$ cat src/rtl/add_serial_pkg.sv
// Shared types and default sizing for the digit-serial adder/subtractor.
package add_serial_pkg;

    typedef enum logic [1:0] {
        IDLE = 2'd0,
        ADD  = 2'd1,
        DONE = 2'd2
    } state_t;

    localparam int DEFAULT_WIDTH = 8;
    localparam int DEFAULT_DIGIT = 1;

endpackage

$ cat src/rtl/serial_digit_adder.sv
// Combinational DIGIT-bit slice adder; cmsb is the carry into the slice MSB.
// ADD_SERIAL_OVF_EN selects the split adder that exposes cmsb, otherwise cmsb is 0.
module serial_digit_adder #(
    parameter int DIGIT = 1
) (
    input  logic [DIGIT-1:0] a,
    input  logic [DIGIT-1:0] b,
    input  logic             cin,
    output logic [DIGIT-1:0] s,
    output logic             cout,
    output logic             cmsb
);

`ifdef ADD_SERIAL_OVF_EN
    if (DIGIT == 1) begin : g_one
        assign cmsb = cin;
        assign s    = a ^ b ^ cin;
        assign cout = (a[0] & b[0]) | (a[0] & cin) | (b[0] & cin);
    end else begin : g_split
        // Low DIGIT-1 bits first so the carry into the MSB is visible.
        logic [DIGIT-1:0] lo;
        assign lo   = {1'b0, a[DIGIT-2:0]} + {1'b0, b[DIGIT-2:0]} + {{(DIGIT-1){1'b0}}, cin};
        assign cmsb = lo[DIGIT-1];
        assign s    = {a[DIGIT-1] ^ b[DIGIT-1] ^ cmsb, lo[DIGIT-2:0]};
        assign cout = (a[DIGIT-1] & b[DIGIT-1]) | (a[DIGIT-1] & cmsb) | (b[DIGIT-1] & cmsb);
    end
`else
    logic [DIGIT:0] sum;
    assign sum  = {1'b0, a} + {1'b0, b} + {{DIGIT{1'b0}}, cin};
    assign s    = sum[DIGIT-1:0];
    assign cout = sum[DIGIT];
    assign cmsb = 1'b0;
`endif

endmodule

$ cat src/rtl/add_sub_serial_param.sv
// Digit-serial WIDTH-bit adder/subtractor, LSD first, valid/ready on both sides.
// Optional signed overflow output enabled by ADD_SERIAL_OVF_EN.
//
// state | meaning
// IDLE  | waiting for operands, in_ready = 1
// ADD   | one DIGIT slice per cycle, N cycles
// DONE  | result presented, waiting for out_ready
module add_sub_serial_param
    import add_serial_pkg::*;
#(
    parameter int WIDTH = DEFAULT_WIDTH,
    parameter int DIGIT = DEFAULT_DIGIT
) (
    input  logic             clk,
    input  logic             rst,
    input  logic             in_valid,
    output logic             in_ready,
    input  logic [WIDTH-1:0] a,
    input  logic [WIDTH-1:0] b,
    input  logic             sub,
    output logic             out_valid,
    input  logic             out_ready,
    output logic [WIDTH-1:0] out,
    output logic             carry_out,
    output logic             overflow
);

    localparam int N  = WIDTH / DIGIT;
    localparam int CW = $clog2(N) + 1;
    localparam logic [CW-1:0] LAST = CW'(N - 1);

    if ((WIDTH % DIGIT) != 0) begin : g_bad_digit
        $error("add_sub_serial_param: WIDTH must be a multiple of DIGIT");
    end
    if (WIDTH < 2) begin : g_bad_width
        $error("add_sub_serial_param: WIDTH must be at least 2");
    end

    state_t           state;
    logic [WIDTH-1:0] a_reg;
    logic [WIDTH-1:0] b_reg;
    logic [WIDTH-1:0] out_reg;
    logic [WIDTH-1:0] out_next;
    logic [CW-1:0]    count;
    logic             carry;
    logic             carry_out_reg;
    logic [DIGIT-1:0] d_s;
    logic             d_cout;
    logic             d_cmsb;
    logic             accept;
    logic             last_digit;

    serial_digit_adder #(.DIGIT(DIGIT)) u_digit (
        .a    (a_reg[DIGIT-1:0]),
        .b    (b_reg[DIGIT-1:0]),
        .cin  (carry),
        .s    (d_s),
        .cout (d_cout),
        .cmsb (d_cmsb)
    );

    // New digit enters at the MSB; after N shifts the result is aligned.
    if (N == 1) begin : g_single
        assign out_next = d_s;
    end else begin : g_multi
        assign out_next = {d_s, out_reg[WIDTH-1:DIGIT]};
    end

    assign accept     = in_valid && (state == IDLE);
    assign last_digit = (state == ADD) && (count == LAST);
    assign in_ready   = (state == IDLE);
    assign out_valid  = (state == DONE);
    assign out        = out_reg;
    assign carry_out  = carry_out_reg;

    always_ff @(posedge clk or posedge rst) begin
        if (rst) begin
            state         <= IDLE;
            a_reg         <= '0;
            b_reg         <= '0;
            out_reg       <= '0;
            count         <= '0;
            carry         <= 1'b0;
            carry_out_reg <= 1'b0;
        end else begin
            case (state)
                IDLE: begin
                    if (accept) begin
                        a_reg         <= a;
                        b_reg         <= sub ? ~b : b;
                        carry         <= sub;
                        out_reg       <= '0;
                        count         <= '0;
                        carry_out_reg <= 1'b0;
                        state         <= ADD;
                    end
                end
                ADD: begin
                    out_reg <= out_next;
                    a_reg   <= a_reg >> DIGIT;
                    b_reg   <= b_reg >> DIGIT;
                    carry   <= d_cout;
                    count   <= count + CW'(1);
                    if (last_digit) begin
                        carry_out_reg <= d_cout;
                        state         <= DONE;
                    end
                end
                DONE: begin
                    if (out_ready) begin
                        state <= IDLE;
                    end
                end
                default: state <= IDLE;
            endcase
        end
    end

`ifdef ADD_SERIAL_OVF_EN
    logic ovf_reg;

    always_ff @(posedge clk or posedge rst) begin
        if (rst) begin
            ovf_reg <= 1'b0;
        end else if (accept) begin
            ovf_reg <= 1'b0;
        end else if (last_digit) begin
            ovf_reg <= d_cmsb ^ d_cout;
        end
    end

    assign overflow = ovf_reg;
`else
    // The slice adder drives cmsb low in this build, so overflow is constant 0.
    assign overflow = d_cmsb;
`endif

endmodule

$ cat config.mk
export PLATFORM = sky130hd
export DESIGN_NAME = add_sub_serial_param
export DESIGN_NICKNAME = d
export VERILOG_FILES = /design/src/rtl/add_serial_pkg.sv /design/src/rtl/serial_digit_adder.sv /design/src/rtl/add_sub_serial_param.sv
export SDC_FILE = /design/constraint.sdc
export NUM_CORES = 1
export LEC_CHECK = 0
export ABC_AREA = 1
export CAP_MARGIN = 15
export CORE_ASPECT_RATIO = 1.4
export CORE_MARGIN = 10
export CORE_UTILIZATION = 40
export CTS_CLUSTER_DIAMETER = 150
export DETAILED_ROUTE_END_ITERATION = 16
export PLACE_DENSITY_LB_ADDON = 0.1
export SLEW_MARGIN = 20
export SYNTH_ARGS = -nofsm -noshare
export SYNTH_HDL_FRONTEND = slang
export SYNTH_SLANG_ARGS = --single-unit
$ cat constraint.sdc
create_clock -name clk -period 2.8 [get_ports clk]
set_clock_uncertainty 0.2 [all_clocks]
set_input_delay 0.84 -clock clk [delete_from_list [all_inputs] [get_ports clk]]
set_output_delay 0.84 -clock clk [all_outputs]
set_load 0.02 [all_outputs]
=== Yosys cells after proc, flatten, opt, wreduce, memory -nomap -nowiden ===
Cells that the tools add are included.

* Register bits: 32
* Input bits: 21
* Output and inout bits: 12
* Logic and storage cells: 42

* $add $sub $neg: 3
* Equal/unequal tests: 6
* Multiplexer cells: 18
* Bitwise logic cells: 1
* Reductions and logical operators: 7

{| class="wikitable"
|+ Operators with widths
! operator !! number
|-
| $pmux 8 s2 || 3
|-
| $mux 8 || 4
|-
| $not 8->8 || 1
|-
| $pmux 4 s2 || 1
|-
| $mux 2 || 3
|-
| $pmux 2 s3 || 1
|-
| $reduce_and 3->1 || 2
|-
| $add 4x1->4 const B || 1
|-
| $eq 4x3->1 const B || 1
|-
| $mux 4 || 1
|-
| $ne 2x1->1 const B || 2
|-
| $pmux 1 s2 || 2
|-
| $mux 1 || 3
|-
| $add 1x1->2 || 1
|-
| $add 2x1->2 || 1
|-
| $eq 2x1->1 const B || 1
|-
| $eq 2x2->1 const B || 1
|-
| $logic_and 1x1->1 || 2
|-
| $logic_not 2->1 || 1
|-
| $ne 2x2->1 const B || 1
|-
| $reduce_and 2->1 || 1
|-
| $reduce_bool 2->1 || 1
|}

=== Longest topological paths before layout ===
Gate-level depths: netlist of the first run.

* Depth in word-level cells: 4
* Depth in mapped cells: 8

=== Modules after synthesis ===
A second synthesis of the first run with hierarchy kept.

* Cell total of the unflattened synthesis: 222
* Area total of the unflattened synthesis: 1,671.6 sq um

{| class="wikitable"
|+ Modules (own cells, without submodules)
! module !! times used !! cells each !! area an instance (sq um) !! sequential area each (sq um)
|-
| add_sub_serial_param || 1 || 219 || 1,640.3 || 800.8
|-
| serial_digit_adder || 1 || 3 || 31.3 || 0.0
|}

=== Least setup slack after synthesis of the first run ===
OpenSTA, ideal clock, no wires.

* Kind: register to output
* Start: register state[1]
* End: output out_valid
* Arrival time: 0.712 ns
* Required time: 1.760 ns
* Path slack: 1.048 ns
* Cell stages (with the launch flop): 3
* Cell sequence: dfrtp_1 > inv_2 > nor2_1

* Word-level cells in the longest chain between the ends: 1

{| class="wikitable"
|+ Ends and longest elaborated chain
! what !! line !! source
|-
| start, declared || add_sub_serial_param.sv:39 || <nowiki>state_t state;</nowiki>
|-
| start signal, assigned || add_sub_serial_param.sv:78 || <nowiki>state <= IDLE;</nowiki>
|-
| start signal, assigned || add_sub_serial_param.sv:95 || <nowiki>state <= ADD;</nowiki>
|-
| start signal, assigned || add_sub_serial_param.sv:106 || <nowiki>state <= DONE;</nowiki>
|-
| $eq 2x2->1 || add_sub_serial_param.sv:72 || <nowiki>assign out_valid = (state == DONE);</nowiki>
|-
| end, declared || add_sub_serial_param.sv:21 || <nowiki>output logic out_valid,</nowiki>
|}

Every way passes these cells.

=== Worst setup path after layout of the first run ===
* Start: register state[0]
* End: output in_ready

* Word-level cells in the longest chain between the ends: 1

{| class="wikitable"
|+ Ends and longest elaborated chain
! what !! line !! source
|-
| $logic_not 2->1 || add_sub_serial_param.sv:71 || <nowiki>assign in_ready = (state == IDLE);</nowiki>
|-
| end, declared || add_sub_serial_param.sv:17 || <nowiki>output logic in_ready,</nowiki>
|}

Every way passes these cells.

==> summary.md, run 1 <==
| Metric | Value |
|---|---|
| Buffers on Ports | 31 |
| Total GRT Usage | 0.106 |
| Post-synth EDFFs | 0 |
| Area growth, synth to finish | 23.9% |
| Setup Fix Bufs, Post-CTS | 0 |
| Crit start category | flop |
| R2R depth | 7 |
| Cts repair resizes | 0 |
| Worst Path Buf+Inv | 1 |
| Htree depth | 2 |
| Netlist cell types | 22 |
| Vias | 1375 |
| Cell Rows | 27 |
| Max Buffers Root-to-Sink | 2 |
| Highest routing layer actually used | met4 |
| Max Cap Viol | 0 |
| Mapped Nets | 244 |
| Metal-1 WL | 1440 microns |
| Most common cell after layout, fill and taps aside | nand2_1 |
| Status | finished, final reports clean |
| Core area | 3950 sq um |
| Post-route DRC | 0 |
| RSZ-0062 raised after global routing | false |
| I/O Pins | 33 |
| Final wirelength | 3430 microns |
| Critical Path Stages | 2 |
| First-pass GRT wire length | 5930 microns |
| Async set-reset flop share out of synthesis | 1.00 |
| Crit-path max FO | 4 |
| Slew @ Worst Pin | 0.558 ns |
| Leak | 1.09 nW |
| Largest net degree at the start of global routing | 33 |
| Syn Inst Count | 221 |
| Post-Synthesis Cell Area | 1650 sq um |
| Root Buffer | clkbuf_8 |
| Fin crit period | 2.51 ns |
| CTS Sinks | 32 |
| Die area | 7140 sq um |
| CP top delay family | buffers and inverters |
| Hpwl dp | 2480 microns |
| Fmax | 398 MHz |
| Final worst path period share | 0.896 |
| WL met2 | 1720 microns |
| Critical path arrival | 1.47 ns |
| WL met3 | 216 microns |
| Most frequent cells in the layout | 110 x nand2_1, 32 x dfrtp_1, 31 x clkdlybuf4s50_1, 26 x inv_1, 10 x nand3_1 |
| N_diodes | 0 |
| Synthesized flop and latch total | 32 |
| Vias/cell | 4.66 |
| Register area share after synthesis | 0.484 |
| Required @ worst endpoint | 1.76 ns |
| Avg WL per Cell | 11.6 microns |
| CTS buffer count | 5 |
| Number of hold violations in the final report | 0 |
| Pwr/cell area | 1020 nW/um^2 |
| Worst vdd ir | 0.791 mV |
| Syn Area/Cell | 7.48 sq um |
| Starting Density | 0.418 |
| Worst min path class | reg2reg |
| Critical path endpoint category | output pin |
| Die H | 96.1 microns |
| Worst-Skew Late Latency | 0.28 ns |
| Routability congestion estimate from global placement | 0.715 |
| Post-Place Worst Slack | 0.363 ns |
| Crit-path slowest cell | clkdlybuf4s50_1 |
| Slew Limit Headroom | 0.627 |
| DRT Pass-1 Iters | 4 |
| Critical-path cell list | nor2_2 > clkdlybuf4s50_1 |
| Setup TNS | 0 ns |
| Final WS setup | 0.290 ns |
| Crit path kind | reg2out |
| Clock slew seen by the registers of the worst setup and hold paths | 0.06 ns |
| Die X | 74.4 microns |
| # setup viols final | 0 |
| Post-CTS Hold Fix Bufs | 0 |
| CTS tree | built |
| GRT overflow | 0 |
| Worst hold path depth | 2 |
| Initial antenna violation count | 0 |
| Syn. warnings | 0 |
| Prevailing post-synth register cell | dfrtp_1 |
| Vias in the first global route | 1338 |
| Initial drt markers | 64 |
| Max incr delay on CP | 0.62 ns |
| Share of post-route cells with drive strength above 1 | 0.0675 |
| Antenna viol nets, final | 0 |
| Max-slew violation count | 0 |
| Nets@finish | 275 |
final cells by class:
cell class / instances / area (sq um)
clock buffers: 7 / 96.3
well taps: 43 / 53.8
multi-input cells: 151 / 664
flip-flops and latches: 32 / 801
inverters: 29 / 109
fillers: 419 / 1900
repair buffers: 33 / 325
report_power, final:
| group | switching (W) | leakage (nW) | internal [W] |
|---|---|---|---|
| registers | 0.000104 | 0.412 | 0.000653 |
| logic | 0.000597 | 0.630 | 0.000358 |
| clock network | 0.000156 | 0.0503 | 0.000219 |
final timing paths:
check,start,endpoint,slack (ns)
hold / removal,b_reg[4]$_DFFE_PP0P_,b_reg[4]$_DFFE_PP0P_,0.28
setup reg to reg,state[1]$_DFFE_PP0P_,carry_out$_DFFE_PP0P_,0.97
hold reg to reg,b_reg[4]$_DFFE_PP0P_,b_reg[4]$_DFFE_PP0P_,0.28
setup / recovery,state[0]$_DFFE_PP0P_,in_ready,0.29
max in group asynchronous,rst,b_reg[1]$_DFFE_PP0P_,1.37
min in group asynchronous,rst,out[1]$_DFFE_PP0P_,0.74
worst min-delay path: cells and delay by family (launching register included):
kind             cells  cell delay [ns]
DFF                  1             0.34
and+or+nand+nor      2             0.10
metal layers:
metal  up-vias  GRT usage
met1       615      0.116
li1        729          -
met3         4     0.0381
met5         -          0
met2        27      0.179
met4         0     0.0505
kinds of logic (layout without fill, tap and decap cells):
| group | after synthesis | in the layout | synth area share |
|---|---|---|---|
| other | 1 | 1 | 0.00227 |
| AND/OR/NAND/NOR | 130 | 130 | 0.315 |
| buffers and inverters | 38 | 69 | 0.114 |
| flip-flops | 32 | 32 | 0.484 |
| XOR/XNOR | 1 | 1 | 0.00530 |
| AO/OA/AOI/OAI | 17 | 17 | 0.0590 |
| adder cells (fa/ha/maj) | 2 | 2 | 0.0197 |
per-stage QoR:
step	utilization	cell area, sq um	instances	total power [W]	hold slack, ns
after global routing	0.519	2050	295	0.00230	0.295
after global placement	0.494	1950	288	0.00173	0.263
after floorplan	-	1650	221	0.00151	0.249
final	0.519	2050	295	0.00209	0.277
after CTS	0.519	2050	295	0.00212	0.283
after detailed placement	0.494	1950	288	0.00174	0.265
synth_stat cells (all sizes together), types with 2 or more instances:
library cell  count  area share
o21ai             8       0.024
o22ai             7       0.026
nand3            10       0.030
nand2           113        0.26
a21oi             2      0.0083
inv              29       0.066
nor2              5       0.013
buf               8       0.045
dfrtp            32        0.48
Power figures use the tool's default switching activity.
==> inputs of run 2 (changes only) <==
--- a/config.mk
+++ b/config.mk
@@ -9,7 +9,7 @@
 export CAP_MARGIN = 15
 export CORE_ASPECT_RATIO = 1.4
 export CORE_MARGIN = 10
-export CORE_UTILIZATION = 40
+export CORE_UTILIZATION = 55
 export CTS_CLUSTER_DIAMETER = 150
 export DETAILED_ROUTE_END_ITERATION = 16
 export PLACE_DENSITY_LB_ADDON = 0.1
==> summary.md, run 2 (synthesis gave the netlist of run 1 again) <==
| Metric | Value |
|---|---|
| Met1 usage | 0.140 (+0.0241) |
| Total GRT Usage | 0.125 (+0.0187) |
| Worst vdd ir | 0.827 mV (+4.6%) |
| Critical-path cell list | nor2_2 > clkdlybuf4s50_1 |
| Die area | 5630 sq um (-21%) |
| Reg2reg start | state[1]$_DFFE_PP0P_ |
| Critical Path Stages | 2 (unchanged) |
| Post-CTS Hold Fix Bufs | 0 (unchanged) |
| Worst Path Buf+Inv | 1 (unchanged) |
| DRT Pass-1 Iters | 4 (unchanged) |
| Met2 global-route usage | 0.204 (+0.0256) |
| Worst-Skew Late Latency | 0.28 ns (about the same) |
| CP top delay family | buffers and inverters |
| Final worst path period share | 0.899 (+0.00234) |
| Critical path arrival | 1.48 ns (about the same) |
| Max incr delay on CP | 0.62 ns (about the same) |
| Vias in the first global route | 1314 (-1.8%) |
| Starting Density | 0.575 (+0.156) |
| Fin crit period | 2.52 ns (+0.00655 ns) |
| CTS tree | built |
| Max Cap Viol | 0 (unchanged) |
| Die H | 84.9 microns (-12%) |
| CTS Sinks | 32 (unchanged) |
| Setup TNS | 0 ns (unchanged) |
| Initial antenna violation count | 0 (unchanged) |
| N_diodes | 0 (unchanged) |
| Area growth, synth to finish | 24.1% |
| Most frequent cells in the layout | 110 x nand2_1, 32 x dfrtp_1, 31 x clkdlybuf4s50_1, 26 x inv_1, 10 x nand3_1 |
| Avg WL per Cell | 11.6 microns (-0.44%) |
| Clock slew seen by the registers of the worst setup and hold paths | 0.06 ns (about the same) |
| GR Util met3 | 0.0447 (+0.00663) |
| Leak | 1.10 nW (+0.44%) |
| Htree depth | 2 (unchanged) |
| Largest net degree at the start of global routing | 33 (unchanged) |
| Die X | 66.4 microns (-11%) |
| Crit path kind | reg2out |
| Slew Limit Headroom | 0.625 (-0.00219) |
| Required @ worst endpoint | 1.76 ns (about the same) |
| CTS buffer count | 5 (unchanged) |
| Share of post-route cells with drive strength above 1 | 0.0672 (-0.000267) |
| Worst Setup SP | state[0]$_DFFE_PP0P_ |
| Crit start category | flop |
| Root Buffer | clkbuf_8 |
| Status | finished, final reports clean |
| Initial drt markers | 53 (-17%) |
| RSZ-0062 raised after global routing | false |
| First-pass GRT wire length | 5620 microns (-5.1%) |
| Slew @ Worst Pin | 0.561 ns (+0.00327 ns) |
| Routability congestion estimate from global placement | 0.762 (+6.5%) |
| Crit-path max FO | 4 (unchanged) |
| FF-to-FF End | b_reg[5]$_DFFE_PP0P_ |
| Cts repair resizes | 0 (unchanged) |
| Hpwl dp | 2300 microns (-7.2%) |
| GRT overflow | 0 (unchanged) |
| Buffers on Ports | 31 (unchanged) |
| # setup viols final | 0 (unchanged) |
| Nets@finish | 275 (unchanged) |
| Pwr Total | 0.00214 W (+2.6%) |
| Busiest grt layer | met2 |
| Antenna viol nets, final | 0 (unchanged) |
| Pwr/cell area | 1040 nW/um^2 (+2.5%) |
| Max-slew violation count | 0 (unchanged) |
| Number of hold violations in the final report | 0 (unchanged) |
| Cell Rows | 23 (-15%) |
| Max Buffers Root-to-Sink | 2 (unchanged) |
| Worst R2R Setup Slack | 0.99 ns (+0.02 ns) |
| Most common cell after layout, fill and taps aside | nand2_1 |
| Final wirelength | 3360 microns (-2.1%) |
| Vias | 1439 (+4.7%) |
| Origin of the worst min-delay path | b_reg[3]$_DFFE_PP0P_ |
| Vias/cell | 4.96 (+6.5%) |
| Core area | 2880 sq um (-27%) |
| Crit path to | in_ready |
| Setup Fix Bufs, Post-CTS | 0 (unchanged) |
| R2R depth | 7 (unchanged) |
| Worst min path class | reg2reg |
| Fmax | 397 MHz (-0.26%) |
| Crit-path slowest cell | clkdlybuf4s50_1 |
| Critical path endpoint category | output pin |
| I/O Pins | 33 (unchanged) |
| Post-route DRC | 0 (unchanged) |
run 2: per-layer routing:
metal / vias up / wire (microns) / share of wire
li1: 730 / - / -
met1: 660 / 1420 / 0.42
met2: 45 / 1620 / 0.48
met3: 4 / 261 / 0.078
met4: 0 / 58 / 0.017
met5: - / 0 / 0
run 2: area by class of cell:
| type | instances | area [sq um] |
|---|---|---|
| clock buffer | 6 | 72.6 |
| clock inverter | 2 | 35.0 |
| fill | 238 | 825 |
| inverter | 29 | 109 |
| multi-input combinational | 151 | 664 |
| sequential | 32 | 801 |
| tap | 37 | 46.3 |
| timing repair buffer | 33 | 325 |
run 2: worst reg2reg max path, delay by kind of cell (launching register included):
kind	cells	cell delay [ns]
and+or+nand+nor	5	0.75
DFF	1	0.39
buffers and inverters	2	0.37
run 2: how the worst min path moves through the flow:
stage | endpoint | slack (ns) | depth (start not counted)
2_1_floorplan | b_reg[0]$_DFFE_PP0P_ | 0.25 | 2
3_3_place_gp | carry_out$_DFFE_PP0P_ | 0.26 | 2
3_5_place_dp | b_reg[3]$_DFFE_PP0P_ | 0.27 | 2
4_1_cts | b_reg[3]$_DFFE_PP0P_ | 0.28 | 2
5_1_grt | b_reg[2]$_DFFE_PP0P_ | 0.30 | 2
6_report | b_reg[3]$_DFFE_PP0P_ | 0.28 | 2
run 2: where the power goes:
part / switching, W / leakage, nW / internal, W
clock: 0.000168 / 0.0552 / 0.000264
sequential: 0.000107 / 0.412 / 0.000652
combinational: 0.000593 / 0.630 / 0.000359
run 2: per-stage QoR:
stage               setup WS (ns)  std cells  hold slack, ns   util  cell area [sq um]
floorplan                    1.05        221           0.249      -               1650
CTS                         0.260        290           0.282  0.713               2050
global route                0.248        290           0.302  0.713               2050
detailed placement          0.397        282           0.265  0.676               1950
global placement            0.443        282           0.261  0.676               1950
finish                      0.283        290           0.278  0.713               2050
